==> config.mk <==
export PLATFORM = sky130hd
export DESIGN_NAME = ucie_ctl_sb_rx_depacketizer
export DESIGN_NICKNAME = d
export VERILOG_FILES = /design/src/rtl/ucie_ctl_sb_rx_depacketizer.sv
export SDC_FILE = /design/constraint.sdc
export NUM_CORES = 1
export LEC_CHECK = 0
export BUFFER_PORTS_ARGS = -buffer_cell sky130_fd_sc_hd__buf_2
export CORE_MARGIN = 5
export CORE_UTILIZATION = 51
export DETAILED_ROUTE_END_ITERATION = 10
export GPL_TIMING_DRIVEN = 0
export PLACE_DENSITY = 0.79
export SLEW_MARGIN = 20
export SYNTH_ARGS = -nofsm -noshare
export SYNTH_HDL_FRONTEND = slang
export SYNTH_SLANG_ARGS = --single-unit
==> constraint.sdc <==
create_clock -name i_clk -period 3.1 [get_ports i_clk]
set_input_delay 0.31 -clock i_clk [delete_from_list [all_inputs] [get_ports i_clk]]
set_output_delay 0.31 -clock i_clk [all_outputs]
set_load 0.05 [all_outputs]
==> src/rtl/ucie_ctl_sb_rx_depacketizer.sv <==
// Sideband RX depacketizer: deserializes RDI config beats into phases, decodes CTL messages, returns credits.
// Optional SB_RX_PARITY_CHK_EN enables CP/DP parity checking of received packets.
module ucie_ctl_sb_rx_depacketizer #(
    parameter int unsigned NC = 16
) (
    input  logic          i_clk,
    input  logic          i_rst,
    input  logic          i_rdi_pl_cfg_vld,
    input  logic [NC-1:0] i_rdi_pl_cfg,
    output logic          o_rdi_lp_cfg_crd,
    output logic          o_valid_pl_sb,
    input  logic          i_ready_pl_sb,
    output logic [4:0]    o_pl_sb_decode,
    output logic [31:0]   o_pl_adv_cap_value,
    output logic          o_pl_sb_err
);
    localparam int unsigned BEATS = 32 / NC;
    localparam int unsigned BW    = (BEATS > 1) ? $clog2(BEATS) : 1;
    localparam logic [BW-1:0] LAST_BEAT  = BW'(BEATS - 1);
    localparam logic [4:0]    OPC_NODATA = 5'b10010;
    localparam logic [4:0]    OPC_DATA   = 5'b11011;
    localparam logic [4:0]    DEC_ADVCAP = 5'b01000;

    typedef enum logic [2:0] {
        S_CRD_INIT, S_P0, S_P1, S_D0, S_D1, S_DEC, S_DLV, S_DROP
    } state_t;

    state_t        state_q, state_d;
    logic [BW-1:0] beat_q, beat_d;
    logic [1:0]    phase_q, phase_d;
    logic [31:0]   cur_q, cur_d;
    logic [4:0]    opc_q, opc_d;
    logic [7:0]    msg_q, msg_d;
    logic [7:0]    sub_q, sub_d;
    logic [31:0]   adv_q, adv_d;
    logic          crd_q, crd_d;
    logic          err_q, err_d;
    logic          vld_q, vld_d;
    logic [4:0]    dec_q, dec_d;
    logic [31:0]   val_q, val_d;
    logic [31:0]   phase_w;
    logic          collect, beat_in, wrap;
    logic          known_c, par_ok_c;
    logic [4:0]    map_c;

    assign collect = (state_q == S_P0) || (state_q == S_P1) || (state_q == S_D0) || (state_q == S_D1);
    assign beat_in = collect && i_rdi_pl_cfg_vld;
    assign wrap    = beat_in && (beat_q == LAST_BEAT);

    // Current phase with the incoming beat merged into its slot
    always_comb begin
        phase_w = cur_q;
        phase_w[32'(beat_q) * NC +: NC] = i_rdi_pl_cfg;
    end

    // Message map from msgcode/subcode/opcode
    always_comb begin
        known_c = 1'b0;
        map_c   = 5'd0;
        if ((msg_q == 8'h01 || msg_q == 8'h02) && opc_q == OPC_NODATA) begin
            known_c  = 1'b1;
            map_c[4] = (msg_q == 8'h02);
            case (sub_q)
                8'h01:   map_c[3:0] = 4'd1;
                8'h04:   map_c[3:0] = 4'd2;
                8'h08:   map_c[3:0] = 4'd3;
                8'h09:   map_c[3:0] = 4'd4;
                8'h0A:   map_c[3:0] = 4'd5;
                8'h0B:   map_c[3:0] = 4'd6;
                8'h0C:   map_c[3:0] = 4'd7;
                default: known_c    = 1'b0;
            endcase
        end else if (msg_q == 8'h03 && opc_q == OPC_DATA && sub_q == 8'h00) begin
            known_c = 1'b1;
            map_c   = DEC_ADVCAP;
        end
    end

`ifdef SB_RX_PARITY_CHK_EN
    logic cp_q, cp_d, dp_q, dp_d, cpx_q, cpx_d, dpx_q, dpx_d;

    // Running parity of received phases; DP reference stays 0 for no-data packets
    always_comb begin
        cp_d  = cp_q;
        dp_d  = dp_q;
        cpx_d = cpx_q;
        dpx_d = dpx_q;
        if (wrap) begin
            case (phase_q)
                2'd0: cpx_d = ^phase_w;
                2'd1: begin
                    cpx_d = cpx_q ^ (^phase_w[29:0]);
                    cp_d  = phase_w[31];
                    dp_d  = phase_w[30];
                    dpx_d = 1'b0;
                end
                2'd2:    dpx_d = ^phase_w;
                default: dpx_d = dpx_q ^ (^phase_w);
            endcase
        end
    end

    always_ff @(posedge i_clk or posedge i_rst) begin
        if (i_rst) begin
            cp_q  <= 1'b0;
            dp_q  <= 1'b0;
            cpx_q <= 1'b0;
            dpx_q <= 1'b0;
        end else begin
            cp_q  <= cp_d;
            dp_q  <= dp_d;
            cpx_q <= cpx_d;
            dpx_q <= dpx_d;
        end
    end

    assign par_ok_c = (cp_q == cpx_q) && (dp_q == dpx_q);
`else
    assign par_ok_c = 1'b1;
`endif

    always_comb begin
        state_d = state_q;
        beat_d  = beat_q;
        phase_d = phase_q;
        cur_d   = cur_q;
        opc_d   = opc_q;
        msg_d   = msg_q;
        sub_d   = sub_q;
        adv_d   = adv_q;
        crd_d   = 1'b0;
        err_d   = 1'b0;
        vld_d   = vld_q;
        dec_d   = dec_q;
        val_d   = val_q;

        if (beat_in) begin
            cur_d  = phase_w;
            beat_d = wrap ? '0 : beat_q + 1'b1;
        end
        if (wrap) begin
            phase_d = phase_q + 2'd1;
            case (phase_q)
                2'd0: begin
                    opc_d = phase_w[4:0];
                    msg_d = phase_w[21:14];
                end
                2'd1:    sub_d = phase_w[15:8];
                2'd2:    adv_d = phase_w;
                default: ;
            endcase
        end

        case (state_q)
            S_CRD_INIT: begin
                crd_d   = 1'b1;
                state_d = S_P0;
            end
            S_P0: if (wrap) state_d = S_P1;
            S_P1: if (wrap) begin
                if (opc_q == OPC_DATA)        state_d = S_D0;
                else if (opc_q == OPC_NODATA) state_d = S_DEC;
                else                          state_d = S_DROP;
            end
            S_D0: if (wrap) state_d = S_D1;
            S_D1: if (wrap) state_d = S_DEC;
            S_DEC: begin
                if (known_c && par_ok_c) begin
                    state_d = S_DLV;
                    vld_d   = 1'b1;
                    dec_d   = map_c;
                    val_d   = (map_c == DEC_ADVCAP) ? adv_q : 32'd0;
                end else begin
                    state_d = S_DROP;
                end
            end
            S_DLV: if (i_ready_pl_sb) begin
                vld_d   = 1'b0;
                dec_d   = 5'd0;
                val_d   = 32'd0;
                crd_d   = 1'b1;
                state_d = S_P0;
            end
            S_DROP: begin
                crd_d   = 1'b1;
                err_d   = 1'b1;
                state_d = S_P0;
            end
            default: state_d = S_CRD_INIT;
        endcase

        // Packet complete: rewind phase count for the next packet
        if (collect && (state_d == S_DEC || state_d == S_DROP)) phase_d = 2'd0;

        // Beat with no credit outstanding is discarded and flagged
        if (i_rdi_pl_cfg_vld && (state_q == S_DEC || state_q == S_DLV || state_q == S_DROP))
            err_d = 1'b1;
        err_d = err_d & ~err_q;
    end

    always_ff @(posedge i_clk or posedge i_rst) begin
        if (i_rst) begin
            state_q <= S_CRD_INIT;
            beat_q  <= '0;
            phase_q <= 2'd0;
            cur_q   <= 32'd0;
            opc_q   <= 5'd0;
            msg_q   <= 8'd0;
            sub_q   <= 8'd0;
            adv_q   <= 32'd0;
            crd_q   <= 1'b0;
            err_q   <= 1'b0;
            vld_q   <= 1'b0;
            dec_q   <= 5'd0;
            val_q   <= 32'd0;
        end else begin
            state_q <= state_d;
            beat_q  <= beat_d;
            phase_q <= phase_d;
            cur_q   <= cur_d;
            opc_q   <= opc_d;
            msg_q   <= msg_d;
            sub_q   <= sub_d;
            adv_q   <= adv_d;
            crd_q   <= crd_d;
            err_q   <= err_d;
            vld_q   <= vld_d;
            dec_q   <= dec_d;
            val_q   <= val_d;
        end
    end

    assign o_rdi_lp_cfg_crd   = crd_q;
    assign o_pl_sb_err        = err_q;
    assign o_valid_pl_sb      = vld_q;
    assign o_pl_sb_decode     = dec_q;
    assign o_pl_adv_cap_value = val_q;

endmodule

# Word level (Yosys, flattened, before mapping)
# Cells that the tools add are included.
[classes] n_addsub=3 bitwise_logic=2 n_reduce_logical=25 muxes=33 n_eq_ne=26 n_shift=2
[op_table] op="32-bit 2-to-1 mux" n=3
[op_table] op="32-bit case mux with 2 select lines" n=1
[op_table] op="3-bit case mux with 7 select lines" n=2
[op_table] op="8-bit by 4-bit equality test with 1-bit output, second input constant" n=5
[op_table] op="5-bit negator with 34-bit output" n=1
[op_table] op="16-bit by 34-bit variable shift with 32-bit output, first input constant" n=1
[op_table] op="16-bit by 34-bit variable part select with 32-bit output" n=1
[op_table] op="32-bit bitwise mux" n=1
[op_table] op="3-bit equality test, second input constant" n=6
[op_table] op="3-bit 2-to-1 mux" n=6
[op_table] op="8-bit by 1-bit equality test with 1-bit output, second input constant" n=2
[op_table] op="8-bit by 2-bit equality test with 1-bit output, second input constant" n=2
[op_table] op="5-bit 2-to-1 mux" n=3
[op_table] op="5-bit equality test, second input constant" n=2
[op_table] op="1-bit 2-to-1 mux" n=10
[op_table] op="5-bit case mux with 2 select lines" n=1
[op_table] op="8-bit by 3-bit equality test with 1-bit output, second input constant" n=1
[op_table] op="8-bit zero test" n=1
[op_table] op="1-bit logical AND" n=7
[op_table] op="1-bit logical OR" n=7
[op_table] op="7-bit OR reduction" n=1
[op_table] op="3-bit by 2-bit equality test with 1-bit output, second input constant" n=2
[op_table] op="2-bit 2-to-1 mux" n=3
[op_table] op="2-bit AND reduction" n=3
[op_table] op="other kinds (16)" n=19
[word_totals] input_bits=20 reg_bits=131 elab_cells=104

# Logic depth before layout (Yosys ltp)
[depth] ltp_word=12 mapped_depth=7

# Worst setup path after synthesis
# OpenSTA, ideal clock, no wires.
[synth_timing] path_type="register to register" startpoint="register sub_q[0]" endpoint="register val_q[10], in the netlist o_pl_adv_cap_value[10]" setup_ps=122 arrival_ps=1844 setup_slack_ps=1134 stages_incl_launch_ff=8 synth_period_minus_slack_ps=1966 n_path_buf=3 cell_sequence="dfrtp_1 buf_6 or4_4 o22ai_2 o2111ai_1 buf_2 buf_6 a32o_1"
[synth_between] elab_chain_len=8
[synth_rtl] item="start, declared" line_no="34" rtl="logic [7:0] sub_q, sub_d;"
[synth_rtl] item="start signal, assigned" line_no="223" rtl="sub_q <= sub_d;"
[synth_rtl] item="parallel branches: the longest is 8 deep, another holds 32-bit 2-to-1 mux"
[synth_rtl] item="end signal, assigned" line_no="229" rtl="val_q <= val_d;"
[synth_rtl] item="end, declared" line_no="40" rtl="logic [31:0] val_q, val_d;"
# Parallel ways; which one is timed is not known. The select of a mux whose other input is x is not followed.
# A chain may end at the register's enable or synchronous reset.

# Final worst setup path
[layout_timing] startpoint="register sub_q[4]" endpoint="register val_q[8], in the netlist o_pl_adv_cap_value[8]"
# Same word-level chain as after synthesis.

==> implementation parameters <==
Parameter                              Value

CTS
  Post-CTS Repair Setup Buffers    0
  Clock tree from TritonCTS    done
  Clock Root Buffer    sky130_fd_sc_hd__clkbuf_8
  Worst skew pair latency    0.50 ns
  TritonCTS Sinks    115
  Maximum level of the CTS H-tree    4
  Number of buffers added by the clock tree synthesis step    17
  Count of hold-fix buffers inserted at cts    1
  CTS clk-pin slew, worst paths    0.05 ns
  Number of instances resized during post-cts repair    0
  CTS Buffer Depth    2

STA
  Setup repair after global routing missed its margin    false
  Setup TNS after final layout    0 ns
  Hold Fails Final Rpt    0
  Final worst path period need    2.526 ns
  Count of final max-slew check failures    0
  Relative slew margins    48.33%
  Actual slew at the worst max-slew pin    0.7686 ns
  Final setup skew    0.009843 ns
  Final-report setup violation count    0
  Period Utilization, post-route    81.48%
  Max Freq    0.3959 GHz

Synthesis
  Post-synthesis cell count    334
  Total standard cell area after synthesis    4691 sq um
  Biggest area contributors in the synthesized netlist    sky130_fd_sc_hd__dfrtp_1, sky130_fd_sc_hd__mux2_2, sky130_fd_sc_hd__a32o_1
  Share of the synthesized area in the top cell type    61.35%
  Mapped Avg Cell Area    14.04 sq um
  Cell type with the highest aggregate area in the netlist    sky130_fd_sc_hd__dfrtp_1
  Number of flip-flops and latches in the synthesized netlist    115
  Post-synthesis net count    357
  Library cells used by synthesis    41
  Total of warnings raised by yosys    0
  Fraction of the yosys area taken by sequential cells    61.35%

Worst setup path
  Critical path type    register to register
  Critical register-to-register path startpoint    sub_q[4]
  Data arrival time at the worst-slack endpoint    2.96 ns
  Slowest cell delay on critical path    0.73 ns
  Critical Path Slowest Stage Cell    sky130_fd_sc_hd__nor4_2
  Endpoint required time on the critical path    3.54 ns
  Gate family responsible for the most delay along the worst path    simple AND/OR/NAND/NOR gates
  Buffers & Inverters on Critical Path    1
  Max FO, Critical Path    10
  CP cell instances    nor4_1, nand4_1, nor4_2, buf_2, a32o_1
  Endpoint of the lowest-slack register-to-register path    o_pl_adv_cap_value[8]
  Flop2flop setup slack    0.57 ns
  Type of element launching the critical path    register
  Cell depth of the worst flop-to-flop path    5
  Element type at the critical path end    register

Run status
  Result of the run    completed

Global routing
  Maximum number of pins on one net before global-route repair    32
  Global router's overall resource usage    20.22%
  Number of global-route vias before repair    3366
  First-pass GRT wire length    17440 microns
  Overflow left after global routing    0
  Antenna violations before repair    0

Detailed routing
  Total wirelength of the detailed-routed design    10420 microns
  Count of routing violations after the opening detailed-route iteration    171
  Routed wirelength normalized by instance count    19.29 microns
  DR DRC count    0
  Via/cell ratio    5.822
  Via count of the routed design    3144
  Count of nets left with antenna violations after detail routing    0
  Pre-antenna DRT Iters    5

Finish
  Summed area of non-filler cells in the final layout    5817 sq um
  Final layout net count    439
  Share of final-layout standard cells stronger than drive strength 1    42.42%
  Layout-stage area growth over the synthesis result    24.01%
  Number of fillers in the final layout    677
  Count of antenna diodes in the layout    0

Hold path
  Hold Path Cell Cnt    2
  Hold path endpoint    adv_q[24]
  Hold Crit Class    primary input to register
  Hold path startpoint    i_rdi_pl_cfg[8]

Place
  Number of port buffers    59
  Instance area after placement    5189 sq um
  Routability cong.    0.8703
  Half-perimeter wire length after detailed placement    7029 microns

Pwr
  Worst voltage drop across the vdd grid    0.0006414 V
  Power Density    1003 nW/um^2
  Leakage power total    2.743 nW

Floorplanning
  Area enclosed by the die boundary    11220 sq um
  FP Rows    35
  Placeable core region    9109 sq um
  Chip height    105.9 microns
  Overall die width    105.9 microns
  Top-level I/O count    60
  Starting utilization of the core area    51.50%

Flow run
  Max Cap Viol    0
==> cells in the mapped netlist <==
cell type                   instances
sky130_fd_sc_hd__dfrtp_1          115
sky130_fd_sc_hd__mux2_2            65
sky130_fd_sc_hd__a32o_1            32
sky130_fd_sc_hd__nand2_1           14
sky130_fd_sc_hd__buf_2             13
sky130_fd_sc_hd__o21ai_0           10
sky130_fd_sc_hd__nand3_1            8
sky130_fd_sc_hd__nor2_1             7
sky130_fd_sc_hd__clkbuf_1           6
sky130_fd_sc_hd__nand2b_1           5
sky130_fd_sc_hd__nand4_1            5
sky130_fd_sc_hd__inv_1              4
sky130_fd_sc_hd__mux2_1             4
sky130_fd_sc_hd__nor2b_1            4
sky130_fd_sc_hd__a21oi_1            3
sky130_fd_sc_hd__buf_6              3
sky130_fd_sc_hd__ha_1               3
sky130_fd_sc_hd__nor3_1             3
sky130_fd_sc_hd__xnor2_1            3
sky130_fd_sc_hd__a21o_1             2
sky130_fd_sc_hd__mux2i_1            2
sky130_fd_sc_hd__nor4_1             2
sky130_fd_sc_hd__o2111ai_1          2
sky130_fd_sc_hd__or3_1              2
sky130_fd_sc_hd__a211oi_1           1
sky130_fd_sc_hd__a221oi_1           1
sky130_fd_sc_hd__a31o_2             1
sky130_fd_sc_hd__a31oi_1            1
sky130_fd_sc_hd__and2_1             1
sky130_fd_sc_hd__and3_1             1
sky130_fd_sc_hd__and3b_1            1
sky130_fd_sc_hd__and4_1             1
sky130_fd_sc_hd__nand4b_1           1
sky130_fd_sc_hd__nor4_2             1
sky130_fd_sc_hd__nor4b_1            1
sky130_fd_sc_hd__o21a_1             1
sky130_fd_sc_hd__o22ai_1            1
sky130_fd_sc_hd__o22ai_2            1
sky130_fd_sc_hd__o32ai_2            1
sky130_fd_sc_hd__or2_2              1
sky130_fd_sc_hd__or4_4              1
==> cells in the final DEF, fill, tap and decap left out, drive strengths merged, types with 2 or more instances in the layout <==
master    instances
dfrtp           115
buf              78
mux2             69
a32o             32
clkbuf           27
nand2            14
o21ai            10
nand3             8
nor2              7
clkinvlp          7
nand4             5
nand2b            5
nor2b             4
inv               4
a21oi             3
nor3              3
xnor2             3
ha                3
bufinv            3
nor4              3
or3               2
mux2i             2
o2111ai           2
a21o              2
o22ai             2
==> where the power goes <==
| part | leakage, nW | switching [mW] | internal [mW] |
|---|---|---|---|
| Clock | 0.285 | 0.686 | 1.31 |
| Combinational | 1.00 | 0.738 | 0.700 |
| Sequential | 1.46 | 0.370 | 2.03 |
| Total | 2.74 | 1.79 | 4.04 |
==> flip-flops by register name, indices dropped and copies added (netlist names) <==
signal              cells
msg_q                   8
o_pl_adv_cap_value     32
o_pl_sb_err             1
state_q                 3
cur_q                  16
o_rdi_lp_cfg_crd        1
phase_q                 2
opc_q                   5
o_valid_pl_sb           1
adv_q                  32
sub_q                   8
beat_q                  1
o_pl_sb_decode          5
==> worst max path at each step <==
stage | start | slack [ns] | end | cells past startpoint
finish | sub_q[4] | 0.57 | o_pl_adv_cap_value[8] | 5
CTS | sub_q[5] | 0.59 | o_pl_adv_cap_value[8] | 5
global placement | sub_q[5] | 0.66 | o_pl_adv_cap_value[4] | 5
detailed placement | sub_q[5] | 0.61 | o_pl_adv_cap_value[7] | 5
global route | sub_q[5] | 0.34 | o_pl_adv_cap_value[1] | 5
floorplan | sub_q[0] | 1.13 | o_pl_adv_cap_value[10] | 7
==> stage by stage <==
stage / util, % / total power, mW / hold WS (ns) / std cells / setup WS (ns)
5_1_grt: 63.86 / 6.145 / 0.02268 / 540 / 0.3358
4_1_cts: 63.86 / 5.869 / 0.02289 / 540 / 0.5932
6_report: 63.86 / 5.834 / 0.04585 / 540 / 0.5743
3_5_place_dp: 56.96 / 3.827 / 0.4237 / 507 / 0.6131
2_1_floorplan: - / 3.446 / 0.4417 / 334 / 1.134
3_3_place_gp: 56.30 / 3.720 / 0.4158 / 504 / 0.6568
==> cell type report <==
class | count | area (sq um) | area share (%)
inverters | 4 | 18.77 | 0.3226
well taps | 111 | 138.9 | 2.388
multi-input cells | 193 | 1677 | 28.82
plain buffers | 22 | 121.4 | 2.086
flip-flops and latches | 115 | 2878 | 49.47
clock inverters | 11 | 148.9 | 2.560
clock buffers | 21 | 469.2 | 8.066
repair buffers | 63 | 365.4 | 6.281
==> routing by layer <==
layer | vias to the layer above | part of all wire [%] | GRT usage (%)
met2 | 84 | 50 | 32.38
met1 | 1631 | 43 | 26.66
met5 | - | 0 | 0
met3 | 12 | 5.3 | 5.586
met4 | 0 | 1.2 | 7.123
li1 | 1417 | - | -
==> kinds of logic after synthesis <==
logic type,synth area share (%)
flip-flops,61.35
multiplexers,16.99
AND/OR/NAND/NOR,6.909
AO/OA/AOI/OAI,10.48
buffers and inverters,2.907
XOR/XNOR,0.5603
adder cells (fa/ha/maj),0.8003
(Power assumes the default switching activity.)
